[src/rtl/rgb_exposure_stats.sv]
// Per-frame exposure statistics for the RGB pixel stream: windowed luma sum,
// pixel/saturated/dark counts, and a sequential divider for the mean luma.
module rgb_exposure_stats #(
  parameter int H_START    = 160,
  parameter int H_END      = 479,
  parameter int V_START    = 120,
  parameter int V_END      = 359,
  parameter int SAT_LEVEL  = 250,
  parameter int DARK_LEVEL = 5
) (
  input  logic        VGA_CLK,
  input  logic        RESET_N,
  input  logic        READ_Request,
  input  logic        VGA_VS,
  input  logic [7:0]  iRed,
  input  logic [7:0]  iGreen,
  input  logic [7:0]  iBlue,
  output logic [31:0] oLumaSum,
  output logic [19:0] oPixCount,
  output logic [19:0] oSatCount,
  output logic [19:0] oDarkCount,
  output logic [7:0]  oMeanLuma,
  output logic        oStatValid,
  output logic        oBusy,
  output logic [1:0]  o_dbg_state
);

  localparam logic [10:0] LP_H_START = 11'(H_START);
  localparam logic [10:0] LP_H_END   = 11'(H_END);
  localparam logic [10:0] LP_V_START = 11'(V_START);
  localparam logic [10:0] LP_V_END   = 11'(V_END);
  localparam logic [7:0]  LP_SAT     = 8'(SAT_LEVEL);
  localparam logic [7:0]  LP_DARK    = 8'(DARK_LEVEL);

  typedef enum logic [1:0] {S_IDLE = 2'd0, S_DIV = 2'd1, S_DONE = 2'd2} state_t;

  // Pixel handshake: READ_Request is a valid-only strobe; a pixel is taken on
  // every rising edge where it is high, and there is no backpressure.
  logic        r_vs_d, r_rr_d;
  logic [10:0] r_x, r_y;
  logic        w_f;
  logic [9:0]  w_luma10;
  logic        w_in_win;

  assign w_f      = ~VGA_VS & r_vs_d;
  assign w_luma10 = {2'b00, iRed} + {1'b0, iGreen, 1'b0} + {2'b00, iBlue};
  assign w_in_win = READ_Request &&
                    (r_x >= LP_H_START) && (r_x <= LP_H_END) &&
                    (r_y >= LP_V_START) && (r_y <= LP_V_END);

  always_ff @(posedge VGA_CLK or negedge RESET_N) begin
    if (!RESET_N) begin
      r_vs_d <= 1'b1;
      r_rr_d <= 1'b0;
      r_x    <= 11'd0;
      r_y    <= 11'd0;
    end else begin
      r_vs_d <= VGA_VS;
      r_rr_d <= READ_Request;
      if (!READ_Request)       r_x <= 11'd0;
      else if (r_x != 11'h7FF) r_x <= r_x + 11'd1;
      if (w_f)                                         r_y <= 11'd0;
      else if (r_rr_d && !READ_Request && r_y != 11'h7FF) r_y <= r_y + 11'd1;
    end
  end

  logic [7:0] r_s1_luma;
  logic       r_s1_win;

  always_ff @(posedge VGA_CLK or negedge RESET_N) begin
    if (!RESET_N) begin
      r_s1_luma <= 8'd0;
      r_s1_win  <= 1'b0;
    end else begin
      r_s1_luma <= w_luma10[9:2];
      r_s1_win  <= w_in_win;
    end
  end

  logic [31:0] r_acc_sum, r_snap_sum, w_sum_nx;
  logic [19:0] r_acc_cnt, r_snap_cnt, w_cnt_nx;
  logic [19:0] r_acc_sat, r_snap_sat, w_sat_nx;
  logic [19:0] r_acc_dark, r_snap_dark, w_dark_nx;
  logic        w_sat_hit, w_dark_hit;

  // The stage-1 pixel is folded into the next-value so that a pixel still in
  // flight at the frame boundary lands in the snapshot of the old frame.
  assign w_sat_hit  = r_s1_win && (r_s1_luma >= LP_SAT);
  assign w_dark_hit = r_s1_win && (r_s1_luma <= LP_DARK);
  assign w_sum_nx   = r_acc_sum + (r_s1_win ? {24'd0, r_s1_luma} : 32'd0);
  assign w_cnt_nx   = (r_s1_win && r_acc_cnt != 20'hFFFFF) ? r_acc_cnt + 20'd1 : r_acc_cnt;
  assign w_sat_nx   = (w_sat_hit && r_acc_sat != 20'hFFFFF) ? r_acc_sat + 20'd1 : r_acc_sat;
  assign w_dark_nx  = (w_dark_hit && r_acc_dark != 20'hFFFFF) ? r_acc_dark + 20'd1 : r_acc_dark;

  always_ff @(posedge VGA_CLK or negedge RESET_N) begin
    if (!RESET_N) begin
      r_acc_sum   <= 32'd0;
      r_acc_cnt   <= 20'd0;
      r_acc_sat   <= 20'd0;
      r_acc_dark  <= 20'd0;
      r_snap_sum  <= 32'd0;
      r_snap_cnt  <= 20'd0;
      r_snap_sat  <= 20'd0;
      r_snap_dark <= 20'd0;
    end else if (w_f) begin
      r_acc_sum   <= 32'd0;
      r_acc_cnt   <= 20'd0;
      r_acc_sat   <= 20'd0;
      r_acc_dark  <= 20'd0;
      r_snap_sum  <= w_sum_nx;
      r_snap_cnt  <= w_cnt_nx;
      r_snap_sat  <= w_sat_nx;
      r_snap_dark <= w_dark_nx;
    end else begin
      r_acc_sum   <= w_sum_nx;
      r_acc_cnt   <= w_cnt_nx;
      r_acc_sat   <= w_sat_nx;
      r_acc_dark  <= w_dark_nx;
    end
  end

  state_t      r_state, w_state_nx;
  logic [4:0]  r_bit;
  logic [31:0] r_dvd;
  logic [19:0] r_rem;
  logic [20:0] w_trial, w_rem_nx;
  logic        w_ge;
  logic [31:0] w_quo_nx;
  logic        w_load;
  logic [7:0]  w_quo_out;

  // r_dvd shifts the dividend out MSB-first and the quotient in LSB-first.
  assign w_trial  = {r_rem, r_dvd[31]};
  assign w_ge     = w_trial >= {1'b0, r_snap_cnt};
  assign w_rem_nx = w_ge ? (w_trial - {1'b0, r_snap_cnt}) : w_trial;
  assign w_quo_nx = {r_dvd[30:0], w_ge};

  always_comb begin
    w_state_nx = r_state;
    w_load     = 1'b0;
    w_quo_out  = 8'd0;
    if (w_f) begin
      if (w_cnt_nx == 20'd0) begin
        w_state_nx = S_DONE;
        w_load     = 1'b1;
      end else begin
        w_state_nx = S_DIV;
      end
    end else begin
      case (r_state)
        S_DIV: begin
          if (r_bit == 5'd31) begin
            w_state_nx = S_DONE;
            w_load     = 1'b1;
            w_quo_out  = (|w_quo_nx[31:8]) ? 8'hFF : w_quo_nx[7:0];
          end
        end
        S_DONE:  w_state_nx = S_IDLE;
        default: w_state_nx = S_IDLE;
      endcase
    end
  end

  always_ff @(posedge VGA_CLK or negedge RESET_N) begin
    if (!RESET_N) begin
      r_state <= S_IDLE;
      r_bit   <= 5'd0;
      r_dvd   <= 32'd0;
      r_rem   <= 20'd0;
    end else begin
      r_state <= w_state_nx;
      if (w_f) begin
        r_bit <= 5'd0;
        r_dvd <= w_sum_nx;
        r_rem <= 20'd0;
      end else if (r_state == S_DIV) begin
        r_bit <= r_bit + 5'd1;
        r_dvd <= w_quo_nx;
        r_rem <= w_rem_nx[19:0];
      end
    end
  end

  logic [31:0] r_o_sum;
  logic [19:0] r_o_cnt, r_o_sat, r_o_dark;
  logic [7:0]  r_o_mean;
  logic        r_o_valid;

  always_ff @(posedge VGA_CLK or negedge RESET_N) begin
    if (!RESET_N) begin
      r_o_sum   <= 32'd0;
      r_o_cnt   <= 20'd0;
      r_o_sat   <= 20'd0;
      r_o_dark  <= 20'd0;
      r_o_mean  <= 8'd0;
      r_o_valid <= 1'b0;
    end else begin
      r_o_valid <= w_load;
      if (w_load) begin
        r_o_sum  <= w_f ? w_sum_nx  : r_snap_sum;
        r_o_cnt  <= w_f ? w_cnt_nx  : r_snap_cnt;
        r_o_sat  <= w_f ? w_sat_nx  : r_snap_sat;
        r_o_dark <= w_f ? w_dark_nx : r_snap_dark;
        r_o_mean <= w_quo_out;
      end
    end
  end

  assign oLumaSum    = r_o_sum;
  assign oPixCount   = r_o_cnt;
  assign oSatCount   = r_o_sat;
  assign oDarkCount  = r_o_dark;
  assign oMeanLuma   = r_o_mean;
  assign oStatValid  = r_o_valid;
  assign oBusy       = (r_state == S_DIV);
  assign o_dbg_state = r_state;

endmodule

[config.mk]
export PLATFORM = sky130hd
export DESIGN_NAME = rgb_exposure_stats
export DESIGN_NICKNAME = d
export VERILOG_FILES = /design/src/rtl/rgb_exposure_stats.sv
export SDC_FILE = /design/constraint.sdc
export NUM_CORES = 1
export LEC_CHECK = 0
export ABC_AREA = 1
export CAP_MARGIN = 5
export CORE_UTILIZATION = 40
export CTS_BUF_LIST = sky130_fd_sc_hd__clkbuf_4
export CTS_CLUSTER_DIAMETER = 40
export DETAILED_ROUTE_END_ITERATION = 6
export PLACE_DENSITY = 0.63
export SETUP_SLACK_MARGIN = 0.1
export SYNTH_ARGS = -nofsm -noshare
export SYNTH_HDL_FRONTEND = slang
export SYNTH_SLANG_ARGS = --single-unit
export TNS_END_PERCENT = 20
[constraint.sdc]
create_clock -name VGA_CLK -period 8.5 [get_ports VGA_CLK]
set_input_delay 1.275 -clock VGA_CLK [delete_from_list [all_inputs] [get_ports VGA_CLK]]
set_output_delay 1.275 -clock VGA_CLK [all_outputs]
set_load 0.1 [all_outputs]
After elaboration in Yosys (flattened, before gate mapping):

Index checks and enable logic that the tools add are counted.

* reductions and logical operators: 16
* bitwise gates (word level): 2
* equality and inequality tests: 9
* multiplexer cells: 35
* $add $sub $neg: 10
* order comparisons: 7

Operators with widths (number)
* two-way mux 20 bit: 12
* two-way mux 32 bit: 4
* adder 20 x 1 -> 20 bit (second input constant): 3
* inequality test 20 bit (second input constant): 3
* two-way mux 11 bit: 4
* two-way mux 8 bit: 5
* adder 32 x 8 -> 32 bit: 1
* OR reduction 24 bit: 1
* adder 11 x 1 -> 11 bit (second input constant): 2
* <= comparator 11 x 9 -> 1 bit (second input constant): 2
* inequality test 11 bit (second input constant): 2
* >= comparator 21 x 20 -> 1 bit: 1
* logical NOT 20 bit: 1
* subtractor 20 bit: 1
* >= comparator 11 x 7 -> 1 bit (second input constant): 1
* >= comparator 11 x 8 -> 1 bit (second input constant): 1
* logical AND 1 bit: 11
* adder 10 x 8 -> 10 bit: 1
* adder 8 x 9 -> 10 bit: 1
* two-way mux 5 bit: 2
* >= comparator 8 bit (second input constant): 1
* <= comparator 8 x 3 -> 1 bit (second input constant): 1
* two-way mux 2 bit: 4
* adder 5 x 1 -> 5 bit (second input constant): 1
* other kinds (9): 13

* input bits: 28
* flip-flop bits (word level): 377
* logic and storage cells: 103
* output and inout port bits: 104

Longest topological paths before layout:

* depth after elaboration: 6
* depth in mapped cells: 19
* gate-level depth less buffers: 17

Worst setup path before layout:

No wires, ideal clock.

* path kind: reg2reg
* start point: register r_state[0], in the netlist o_dbg_state[0]
* end point: register r_o_mean[4], in the netlist oMeanLuma[4]
* stages on the path, launching flop included: 10
* data required time: 8.372 ns
* arrival time: 3.645 ns
* path buffers: 2
* period minus slack after synthesis: 3.773 ns
* setup slack: 4.727 ns
* cells stage by stage: dfrtp_1 > inv_1 > nor2_1 > inv_1 > nor2_1 > nand2_1 > clkbuf_1 > buf_1 > nand3_1 > nand2_1

* cells in the longest elaborated chain, start to end: 3

Ends and longest elaborated chain
* start, declared: line 122 `state_t r_state, w_state_nx;`
* start signal, assigned: line 171 `r_state <= w_state_nx;`
* == test 2 x 1 -> 1 bit (*)
* net oBusy: line 24 `output logic oBusy,`
* two-way mux 8 bit or two-way mux 1 bit (tied branches): line 150 `case (r_state)`
* two-way mux 8 bit or two-way mux 1 bit (tied branches): line 142 `if (w_f) begin`
* end signal, assigned: line 204 `r_o_mean <= w_quo_out;`
* end, declared: line 186 `logic [7:0] r_o_mean;`

The timed path passes the listed nets; every way through them passes the cells marked *.
A chain may end at the register's enable or synchronous reset.

Final worst setup path:

* start point: register r_state[1], in the netlist o_dbg_state[1]
* end point: output port oBusy

* cells in the longest elaborated chain, start to end: 1

Ends and longest elaborated chain
* == test 2 x 1 -> 1 bit: line 215 `assign oBusy = (r_state == S_DIV);`
* end, declared: line 24

No other way between the ends.

==> metrics.txt <==
RSZ-0062 raised after global routing false; vias in the first global route 15,930; Most used DFF post-synth dfrtp_1; final WL 46.21 mm; Worst Setup Path Type reg2out; area fraction of the dominant cell type after synthesis 50.07%; Port-buffer cells 131; number of fill cells 4,611; Final Instance Count excl. Fillers 3,182; post-synthesis cell type count 49; Max Freq 250.1 MHz; Min-Delay Path Class reg2reg; Initial DRC Count 1,128; H-tree levels 3; Die Span Y 218.7 um; Multi-input gate area 8217 um^2; die area 47,850 um^2; Clk Latency, worst-skew pair 830 ps; leakage power 10.85 nW; fraction of layout cells with a size suffix above 1 8.003%; CTS Buffer Depth 3; die width 218.7 um; Ports 132; Setup Buffers After CTS 0; Final Cell Area 21,850 um^2; Residual DRC 0; Period minus WS final 3998 ps; Async S/R FF share, synth 100.0%; RePlAce Congestion 0.9164; total chip power 4.639 mW; DP HPWL 31.22 mm; max-cap violations 0; max-slew violations 0; number of synthesized register bits 377; clock share of power 34.9%; DRT Pass-1 Iters 5; global-route wire length before repair 78.23 mm; largest net degree at the start of global routing 119; cell count after synthesis 2,342; status finished clean; Area Overhead vs Synth 16.29%; Area contributors post-synth dfrtp_1, nand2_1, nand3_1, o21ai_0, nor2_1; net count after synthesis 2,424; crit start category flip-flop; reg-to-reg slack, setup 4900 ps; yosys warns 0; CTS Hold Bufs 0; cell-internal power 3.111 mW; Site Rows 79; Resized Gates After CTS 0; Placeable Area 46,460 um^2; CP required 7220 ps; Synth area leader dfrtp_1; GR Util All Layers 20.02%; switching pwr 1.528 mW; Seq. cell area 9435 um^2; Initial Util 40.45%; period utilization 47.04%; Setup Skew 47.55 ps; initial antenna violation count 1; clock slew seen by the registers of the worst setup and hold paths 70 ps; Root Driver clkbuf_4; area post-placement 20,560 um^2; Slew headroom 19.05%; sequential share of the synthesized area 50.21%; Switching Fraction 32.94%; Worst VDD drop 109.5 uV; via count 16,030; Worst-Margin Slew 1214 ps; Setup Total Neg Slack 0 ps; dpl cells 3,001; Seq pwr share 41.4%; DR vias/cell 5.037; power share of the combinational group 23.7%; Num CTS Buffers 103; total grt overflow 0; Max FO, Critical Path 3; clk sink count 377; Critical Path Sink Type primary output; Cell Area, Synth 18,790 um^2; Post-synth EDFFs 0; drt wl/cell 14.52 um; final hold vios 0; final count of negative-setup-slack endpoints 0; Arr. time, crit path 2720 ps; antenna-violating nets left 0; CTS tree yes; fin nets 2,581; pwr dens 212.3 nW/um^2; Mean Syn Cell Area 8.024 um^2
## cells in the mapped netlist (4+ instances only)
cell,instances
o21ai_1,4
or2_2,14
nand3_1,207
inv_1,190
xnor2_1,26
buf_2,16
o41ai_1,4
buf_1,11
nand4_1,33
a21oi_1,71
nor4_1,13
dfrtp_1,376
xor2_1,40
o21ai_0,156
clkbuf_1,54
a31oi_1,7
nor3_1,37
o211ai_1,14
nand3b_1,9
nor2_1,197
fa_1,10
inv_2,9
ha_1,44
nand2_1,755
o21a_1,6
buf_6,8
## through the flow
step | setup WS, ps | util, % | hold WS [ps]
global route | 4397 | 47.04 | 505.4
floorplan | 4727 | - | 438.4
global placement | 4192 | 44.25 | 457.0
detailed placement | 4121 | 44.25 | 459.0
CTS | 4457 | 47.03 | 475.7
finish | 4502 | 47.04 | 476.4
## state kept, by name, summed over array words and instances (netlist names), 20 cells and up
name,flops
oLumaSum,32
r_acc_sum,32
r_dvd,32
r_snap_sum,32
oDarkCount,20
oPixCount,20
oSatCount,20
r_acc_cnt,20
r_acc_dark,20
r_acc_sat,20
r_rem,20
r_snap_cnt,20
r_snap_dark,20
r_snap_sat,20
## cells in the final DEF (no fill, tap or decap), types with 4 or more instances in the layout
cell type        count
ha_1                44
nor3_1              37
clkinv_2             5
o21ai_0            156
xnor2_1             26
or2_2               14
o21a_1               6
clkbuf_4           149
inv_2               11
nor2_1             195
buf_4               10
nand4_1             33
nor4_1              13
o211ai_1            14
clkinv_1            23
a31oi_1              7
inv_1              189
dfrtp_1            376
fa_1                10
nand3b_1             9
nand3_1            207
nand2_1            753
xor2_1              40
o21ai_1              4
clkdlybuf4s50_1    130
o41ai_1              4
a21oi_1             71
## worst max-delay path: stages, from the launching register on
cell and delay (ps):
dfrtp_1 370, nor2_1 330, clkdlybuf4s50_1 1210
## cell families after synthesis
| logic type | after synthesis | share of synthesized area (%) |
|---|---|---|
| AO/OA/AOI/OAI | 281 | 8.203 |
| AND/OR/NAND/NOR | 1275 | 28.32 |
| flip-flops | 377 | 50.21 |
| adder cells (fa/ha/maj) | 54 | 3.995 |
| XOR/XNOR | 66 | 3.076 |
| buffers and inverters | 289 | 6.199 |
## power by group through the flow
stage	sequential (mW)	combinational, mW	clock, mW
floorplan	1.96	0.827	0
finish	1.92	1.10	1.62
global route	1.93	1.26	1.77
global placement	1.95	1.08	0
CTS	1.92	1.10	1.67
detailed placement	1.95	1.09	0
## area by class of cell
class	count	area share, %
antenna	1	0.01145
clock buffer	149	5.119
clock inverter	31	0.8016
inverter	200	3.447
multi-input combinational	1676	37.60
sequential	377	43.18
tap	607	3.476
timing repair buffer	141	6.367
## final timing paths
check / start / endpoint / cells after the start
setup / recovery: o_dbg_state[1] / oBusy / 2
hold / removal: r_snap_sum[1] / r_snap_sum[1] / 2
setup reg to reg: r_acc_cnt[0] / oPixCount[19] / 13
hold reg to reg: r_snap_sum[1] / r_snap_sum[1] / 2
max in group asynchronous: RESET_N / oSatCount[9] / 2
min in group asynchronous: RESET_N / oLumaSum[15] / 1
## routing by layer
| metal | global-route usage [%] | share of wire, % |
|---|---|---|
| met4 | 7.222 | 2.1 |
| met2 | 30.90 | 44 |
| met1 | 27.74 | 48 |
| met5 | 0 | 0 |
| met3 | 4.134 | 5.2 |
Note: power is estimated with default switching activity, not from simulation.
